### config.mk
export PLATFORM = sky130hd
export DESIGN_NAME = alu_arbiter
export DESIGN_NICKNAME = d
export VERILOG_FILES = /design/src/rtl/alu_arbiter.sv
export SDC_FILE = /design/constraint.sdc
export NUM_CORES = 1
export LEC_CHECK = 0
export BUFFER_PORTS_ARGS = -buffer_cell sky130_fd_sc_hd__buf_4
export CORE_UTILIZATION = 40
export DETAILED_ROUTE_END_ITERATION = 8
export HOLD_SLACK_MARGIN = 0.08
export PLACE_DENSITY = 0.76
export SKIP_CTS_REPAIR_TIMING = 1
export SYNTH_ARGS = -nofsm -noshare
export SYNTH_HDL_FRONTEND = slang
export SYNTH_SLANG_ARGS = --single-unit
### constraint.sdc
create_clock -name clk -period 1.6 [get_ports clk]
set_clock_uncertainty 0.15 [all_clocks]
set_input_delay 0.08 -clock clk [delete_from_list [all_inputs] [get_ports clk]]
set_output_delay 0.08 -clock clk [all_outputs]
set_load 0.01 [all_outputs]
### src/rtl/alu_arbiter.sv
// Two-requester front end for one shared ALU: round-robin grant, registered
// operand drive, fixed-latency capture and a held response per owner.
module alu_arbiter #(
  parameter int ALU_LAT = 1
) (
  input  logic        clk,
  input  logic        rst_n,
  input  logic        req_valid_0,
  input  logic        req_valid_1,
  output logic        req_ready_0,
  output logic        req_ready_1,
  input  logic [3:0]  req_ctrl_0,
  input  logic [3:0]  req_ctrl_1,
  input  logic [31:0] req_a_0,
  input  logic [31:0] req_b_0,
  input  logic [31:0] req_a_1,
  input  logic [31:0] req_b_1,
  output logic        resp_valid_0,
  output logic        resp_valid_1,
  input  logic        resp_ready_0,
  input  logic        resp_ready_1,
  output logic [31:0] resp_result,
  output logic        resp_overflow,
  output logic        resp_zero,
  output logic [3:0]  alu_control,
  output logic [31:0] alu_oper1,
  output logic [31:0] alu_oper2,
  input  logic [31:0] alu_result,
  input  logic        alu_overflow,
  input  logic        alu_zero,
  output logic [1:0]  dbg_state_o
);

  typedef enum logic [1:0] {
    IDLE = 2'd0,
    EXEC = 2'd1,
    RESP = 2'd2
  } state_t;

  localparam logic [3:0] LAT_M1 = 4'(ALU_LAT - 1);

  state_t      state_q, state_d;
  logic        prio_q, prio_d;
  logic        owner_q, owner_d;
  logic [3:0]  cnt_q, cnt_d;
  logic [3:0]  alu_control_q, alu_control_d;
  logic [31:0] alu_oper1_q, alu_oper1_d;
  logic [31:0] alu_oper2_q, alu_oper2_d;
  logic [31:0] resp_result_q, resp_result_d;
  logic        resp_overflow_q, resp_overflow_d;
  logic        resp_zero_q, resp_zero_d;
  logic        grant_1;
  logic        owner_ready;

  // Handshake: a transfer happens on a rising edge where valid and ready are
  // both high; ready never waits on anything the requester does after valid.
  assign grant_1     = req_valid_1 && (!req_valid_0 || prio_q);
  assign req_ready_0 = rst_n && (state_q == IDLE) && req_valid_0 && !grant_1;
  assign req_ready_1 = rst_n && (state_q == IDLE) && grant_1;

  assign owner_ready = owner_q ? resp_ready_1 : resp_ready_0;

  assign resp_valid_0  = (state_q == RESP) && !owner_q;
  assign resp_valid_1  = (state_q == RESP) && owner_q;
  assign resp_result   = resp_result_q;
  assign resp_overflow = resp_overflow_q;
  assign resp_zero     = resp_zero_q;
  assign alu_control   = alu_control_q;
  assign alu_oper1     = alu_oper1_q;
  assign alu_oper2     = alu_oper2_q;
  assign dbg_state_o   = state_q;

  always_comb begin
    state_d         = state_q;
    prio_d          = prio_q;
    owner_d         = owner_q;
    cnt_d           = cnt_q;
    alu_control_d   = alu_control_q;
    alu_oper1_d     = alu_oper1_q;
    alu_oper2_d     = alu_oper2_q;
    resp_result_d   = resp_result_q;
    resp_overflow_d = resp_overflow_q;
    resp_zero_d     = resp_zero_q;
    case (state_q)
      IDLE: begin
        if (req_valid_0 || req_valid_1) begin
          state_d       = EXEC;
          owner_d       = grant_1;
          cnt_d         = LAT_M1;
          alu_control_d = grant_1 ? req_ctrl_1 : req_ctrl_0;
          alu_oper1_d   = grant_1 ? req_a_1 : req_a_0;
          alu_oper2_d   = grant_1 ? req_b_1 : req_b_0;
        end
      end
      EXEC: begin
        // Operands have been stable for ALU_LAT cycles when the count hits 0.
        if (cnt_q == 4'd0) begin
          resp_result_d   = alu_result;
          resp_overflow_d = alu_overflow;
          resp_zero_d     = alu_zero;
          state_d         = RESP;
        end else begin
          cnt_d = cnt_q - 4'd1;
        end
      end
      RESP: begin
        if (owner_ready) begin
          state_d = IDLE;
          prio_d  = ~owner_q;
        end
      end
      default: state_d = IDLE;
    endcase
  end

  always_ff @(posedge clk or negedge rst_n) begin
    if (!rst_n) begin
      state_q         <= IDLE;
      prio_q          <= 1'b0;
      owner_q         <= 1'b0;
      cnt_q           <= 4'd0;
      alu_control_q   <= 4'd0;
      alu_oper1_q     <= 32'd0;
      alu_oper2_q     <= 32'd0;
      resp_result_q   <= 32'd0;
      resp_overflow_q <= 1'b0;
      resp_zero_q     <= 1'b0;
    end else begin
      state_q         <= state_d;
      prio_q          <= prio_d;
      owner_q         <= owner_d;
      cnt_q           <= cnt_d;
      alu_control_q   <= alu_control_d;
      alu_oper1_q     <= alu_oper1_d;
      alu_oper2_q     <= alu_oper2_d;
      resp_result_q   <= resp_result_d;
      resp_overflow_q <= resp_overflow_d;
      resp_zero_q     <= resp_zero_d;
    end
  end

endmodule

# Yosys cells after proc, flatten, opt, wreduce, memory -nomap -nowiden
# Index checks and enable logic that the tools add are counted.
dict set report totals {
  reg_bits 110
  input_bits 176
  output_inout_bits 108
  elab_cells 49
}
dict set report op_classes {
  addsub 1
  eq_ne 6
  muxes 11
  bitwise 1
  reduce_logical 20
}
# op count
set ops {}
lappend ops {{$mux 32} 2}
lappend ops {{$mux 4} 3}
lappend ops {{$pmux 4 s2} 1}
lappend ops {{$logic_and 1x1->1} 7}
lappend ops {{$mux 2} 3}
lappend ops {{$ne 2x2->1 const B} 3}
lappend ops {{$pmux 2 s3} 1}
lappend ops {{$reduce_and 2->1} 3}
lappend ops {{$reduce_and 3->1} 2}
lappend ops {{$logic_not 4->1} 1}
lappend ops {{$sub 4x1->4 const B} 1}
lappend ops {{$logic_not 1->1} 3}
lappend ops {{$eq 2x1->1 const B} 1}
lappend ops {{$eq 2x2->1 const B} 1}
lappend ops {{$logic_not 2->1} 1}
lappend ops {{$logic_or 1x1->1} 2}
lappend ops {{$ne 2x1->1 const B} 1}
lappend ops {{$reduce_bool 2->1} 1}
lappend ops {{$mux 1} 1}
lappend ops {{$not 1->1} 1}

# Longest topological paths before layout
dict set report depth {
  ltp_word 5
  depth_mapped 6
  mapped_depth_nobuf 5
}

# Least setup slack after synthesis
# Ideal clock, no wire load.
dict set report synth_timing {
  path_kind {register to register}
  from {register state_q[1], in the netlist dbg_state_o[1]}
  to {register resp_result_q[10], in the netlist resp_result[10]}
  setup_ps 128
  arrival_ps 1407
  t_required_ps 1322
  path_slack_ps -84
  stages_incl_launch_ff 5
  n_path_buf 1
  period_less_slack_ps 1684
  path_cell_list {dfrtp_1 -> nor3b_4 -> nand3_2 -> buf_2 -> mux2_1}
}
dict set report synth_between {
  elab_chain_len 2
}
# element line_no
set synth_rtl {}
lappend synth_rtl {{start: declaration} 42} ;# state_t state_q, state_d;
lappend synth_rtl {{start signal: assignment} 129} ;# state_q <= state_d;
lappend synth_rtl {{$eq 2x1->1} 84} ;# case (state_q)
lappend synth_rtl {{$reduce_and 2->1 (no source line)} --}
lappend synth_rtl {{end signal: assignment} 136} ;# resp_result_q <= resp_result_d;
lappend synth_rtl {{end: declaration} 49} ;# logic [31:0] resp_result_q, resp_result_d;
# No other way between the ends.
# A chain may end at the register's enable or synchronous reset.

# Final worst setup path
dict set report layout_timing {
  from {register state_q[1], in the netlist dbg_state_o[1]}
  to {register resp_result_q[20], in the netlist resp_result[20]}
}
# Same word-level chain as after synthesis.

==> results.json <==
{
  "die_h_um": 115,
  "setup_viol": 97,
  "drv_slew": 0,
  "synth-seq-cells": 110,
  "final_util": 0.795,
  "ir_drop_uv": 809,
  "worstReg2RegEnd": "resp_result[20]$_DFFE_PN0P_",
  "hold_violations": 0,
  "status": "finished, violations left",
  "grt_use_met3": 0.0543,
  "final_layout_size_suffix_gt1_frac": 0.375,
  "netlist_area_um2": 5120,
  "core_um2": 12300,
  "path_max_fanout": 25,
  "async_flop_share": 1.00,
  "seq_area_frac_synth": 0.538,
  "critPathRequiredTime_ns": 1.67,
  "cts_tree": "done",
  "place.port_buffers": 283,
  "hold_class": "in2reg",
  "rr_worst_depth": 5,
  "clk_pin_slew_ns": 0.08,
  "fin_cells": 1146,
  "violations": "negative setup slack",
  "crit_type": "reg2reg",
  "drtAntennaViolNets": 0,
  "clock_path_buffers": 2,
  "synth_area_leader_cell": "dfrtp_1",
  "vias": 6770,
  "numCtsBuffers": 9,
  "crit_start": "dbg_state_o[1]$_DFFE_PN0P_",
  "fin_crit_ns": 1.81,
  "gr-usage-met1": 0.304,
  "wl_per_cell_um": 22.5,
  "die_x_um": 115,
  "drtPass1Iterations": 9,
  "busiest_layer": "met2",
  "synth_top_area_share": 0.538,
  "placed_cell_area_um2": 7590,
  "routed_via_density": 5.91,
  "globalplace.congestion": 0.848,
  "drc_errors": 0,
  "cap_violations": 0,
  "overflow": 0,
  "antenna_found_initial": 1,
  "synth_area_leaders": "dfrtp_1, a31oi_1, o21ai_0, a21oi_1, nand3_1",
  "nets": 1149,
  "critPathLaunchType": "flip-flop",
  "grt_setup_unrepaired": "true",
  "synthDistinctLibCells": 33,
  "die-area_um2": 13300,
  "fin_crit_sh": 1.13,
  "slew_headroom": 0.623,
  "gr-usage-all-layers": 0.258,
  "h-tree-depth": 3,
  "clkSinkCount": 110,
  "max_freq_mhz": 552,
  "arrival_ns": 1.88,
  "power.leakage_nw": 4.45,
  "r2r_start": "dbg_state_o[1]$_DFFE_PN0P_",
  "r2r_setup_slack_ns": -0.21,
  "worst_slack_ns": -0.212,
  "drt_iter0_drc": 716,
  "syn_to_final_growth_pct": 90.4,
  "rows": 40,
  "grt_pass1_vias": 5182,
  "pin_count": 284,
  "syn_avg_cell_area_um2": 9.87,
  "grt_max_degree": 88,
  "use_met2": 0.459,
  "design_area_um2": 9750,
  "ys.flop_type": "dfrtp_1",
  "dp.cells": 946,
  "tightest_slew_ns": 0.560,
  "end_kind": "flip-flop",
  "dp_hpwl_um": 12700,
  "wl_um": 25700,
  "cts_root_buffer": "clkbuf_16",
  "syn-num-nets": 697,
  "yosysWarnings": 0,
  "finalPower_mw": 16.1,
  "powerDensity_nw_per_um2": 1650,
  "pre_cts_ws_ns": -0.0305,
  "grt_pass1_wl_um": 26500,
  "crit_path_end": "resp_result[20]$_DFFE_PN0P_",
  "clock_latency_ns": 0.34,
  "synth_edf_count": 0,
  "syn_inst": 519,
  "start_util": 0.418
}
==> power breakdown <==
part	internal (mW)	switching (mW)
clock network	1.07	1.09
logic	4.35	4.33
registers	4.22	1.03
==> synth_stat cells (3+ instances only) <==
master,count
dfrtp_1,110
o21ai_0,73
a21oi_1,70
a31oi_1,69
nand3_1,69
clkbuf_1,34
mux2_1,29
buf_2,19
inv_1,6
nor2_1,6
mux2_2,5
nand2b_1,4
nand2_1,3
==> per-layer routing <==
layer / wire length, µm / vias to the layer above
li1: - / 2826
met1: 9210 / 3219
met2: 12500 / 574
met3: 2550 / 151
met4: 1510 / 0
met5: 0 / -
==> critical path, stage by stage, from the launching register on <==
cell and delay (ns):
dfrtp_2 0.44, buf_4 0.15, nor3b_4 0.25, nand3_4 0.13, buf_12 0.20, mux2_1 0.35
==> placed cells by master (no fill, tap or decap), drive strengths merged <==
cell,count
nand3,70
mux2i,2
a32o,1
dfrtp,110
o21a,1
nor3b,1
a21oi,70
nand2b,4
buf,320
a21boi,1
ha,2
or2,2
a41o,1
nor2b,1
o21ai,74
and2b,1
a221oi,1
nor2,7
dlygate4sd3,175
mux2,34
clkinvlp,2
clkbuf,11
nand2,3
a31oi,69
and4b,1
inv,8
diode,2
clkinv,2
and3,1
nor3,1
==> cell families after synthesis <==
| group | Yosys count | synth area share |
|---|---|---|
| and+or+nand+nor | 92 | 0.0950 |
| DFF | 110 | 0.538 |
| adders and majority gates | 2 | 0.00489 |
| AOI/OAI and AO/OA | 218 | 0.234 |
| buffers and inverters | 61 | 0.0503 |
| muxes | 36 | 0.0787 |
==> sequential cells by signal (all words and copies together) (netlist names) <==
register       cells
alu_oper1         32
dbg_state_o        2
prio_q             1
alu_control        4
owner_q            1
resp_result       32
alu_oper2         32
cnt_q              4
resp_zero          1
resp_overflow      1
==> through the flow <==
step,setup TNS [ns],hold slack (ns)
2_1_floorplan,-0.301,-0.366
3_3_place_gp,0,0.0232
3_5_place_dp,-0.423,0.0276
4_1_cts,-1.02,-0.343
5_1_grt,-13.32,0.124
6_report,-8.63,0.102
==> final cells by class <==
cell class / instances / area [µm²]
fill: 684 / 2510
clock inverter: 6 / 45.0
sequential: 110 / 2760
clock buffer: 10 / 229
timing repair buffer: 496 / 4300
tap: 168 / 210
multi-input combinational: 348 / 2190
inverter: 6 / 22.5
antenna: 2 / 5.00
==> how the worst min path moves through the flow <==
| stage | from | endpoint | cells past startpoint |
|---|---|---|---|
| floorplan | rst_n | alu_control[0]$_DFFE_PN0P_ | 0 |
| global placement | rst_n | alu_oper2[28]$_DFFE_PN0P_ | 2 |
| detailed placement | rst_n | alu_oper2[28]$_DFFE_PN0P_ | 2 |
| CTS | rst_n | alu_oper2[20]$_DFFE_PN0P_ | 2 |
| global route | req_valid_1 | cnt_q[1]$_DFFE_PN0P_ | 4 |
| finish | req_valid_1 | cnt_q[1]$_DFFE_PN0P_ | 4 |
(Power assumes the default switching activity.)
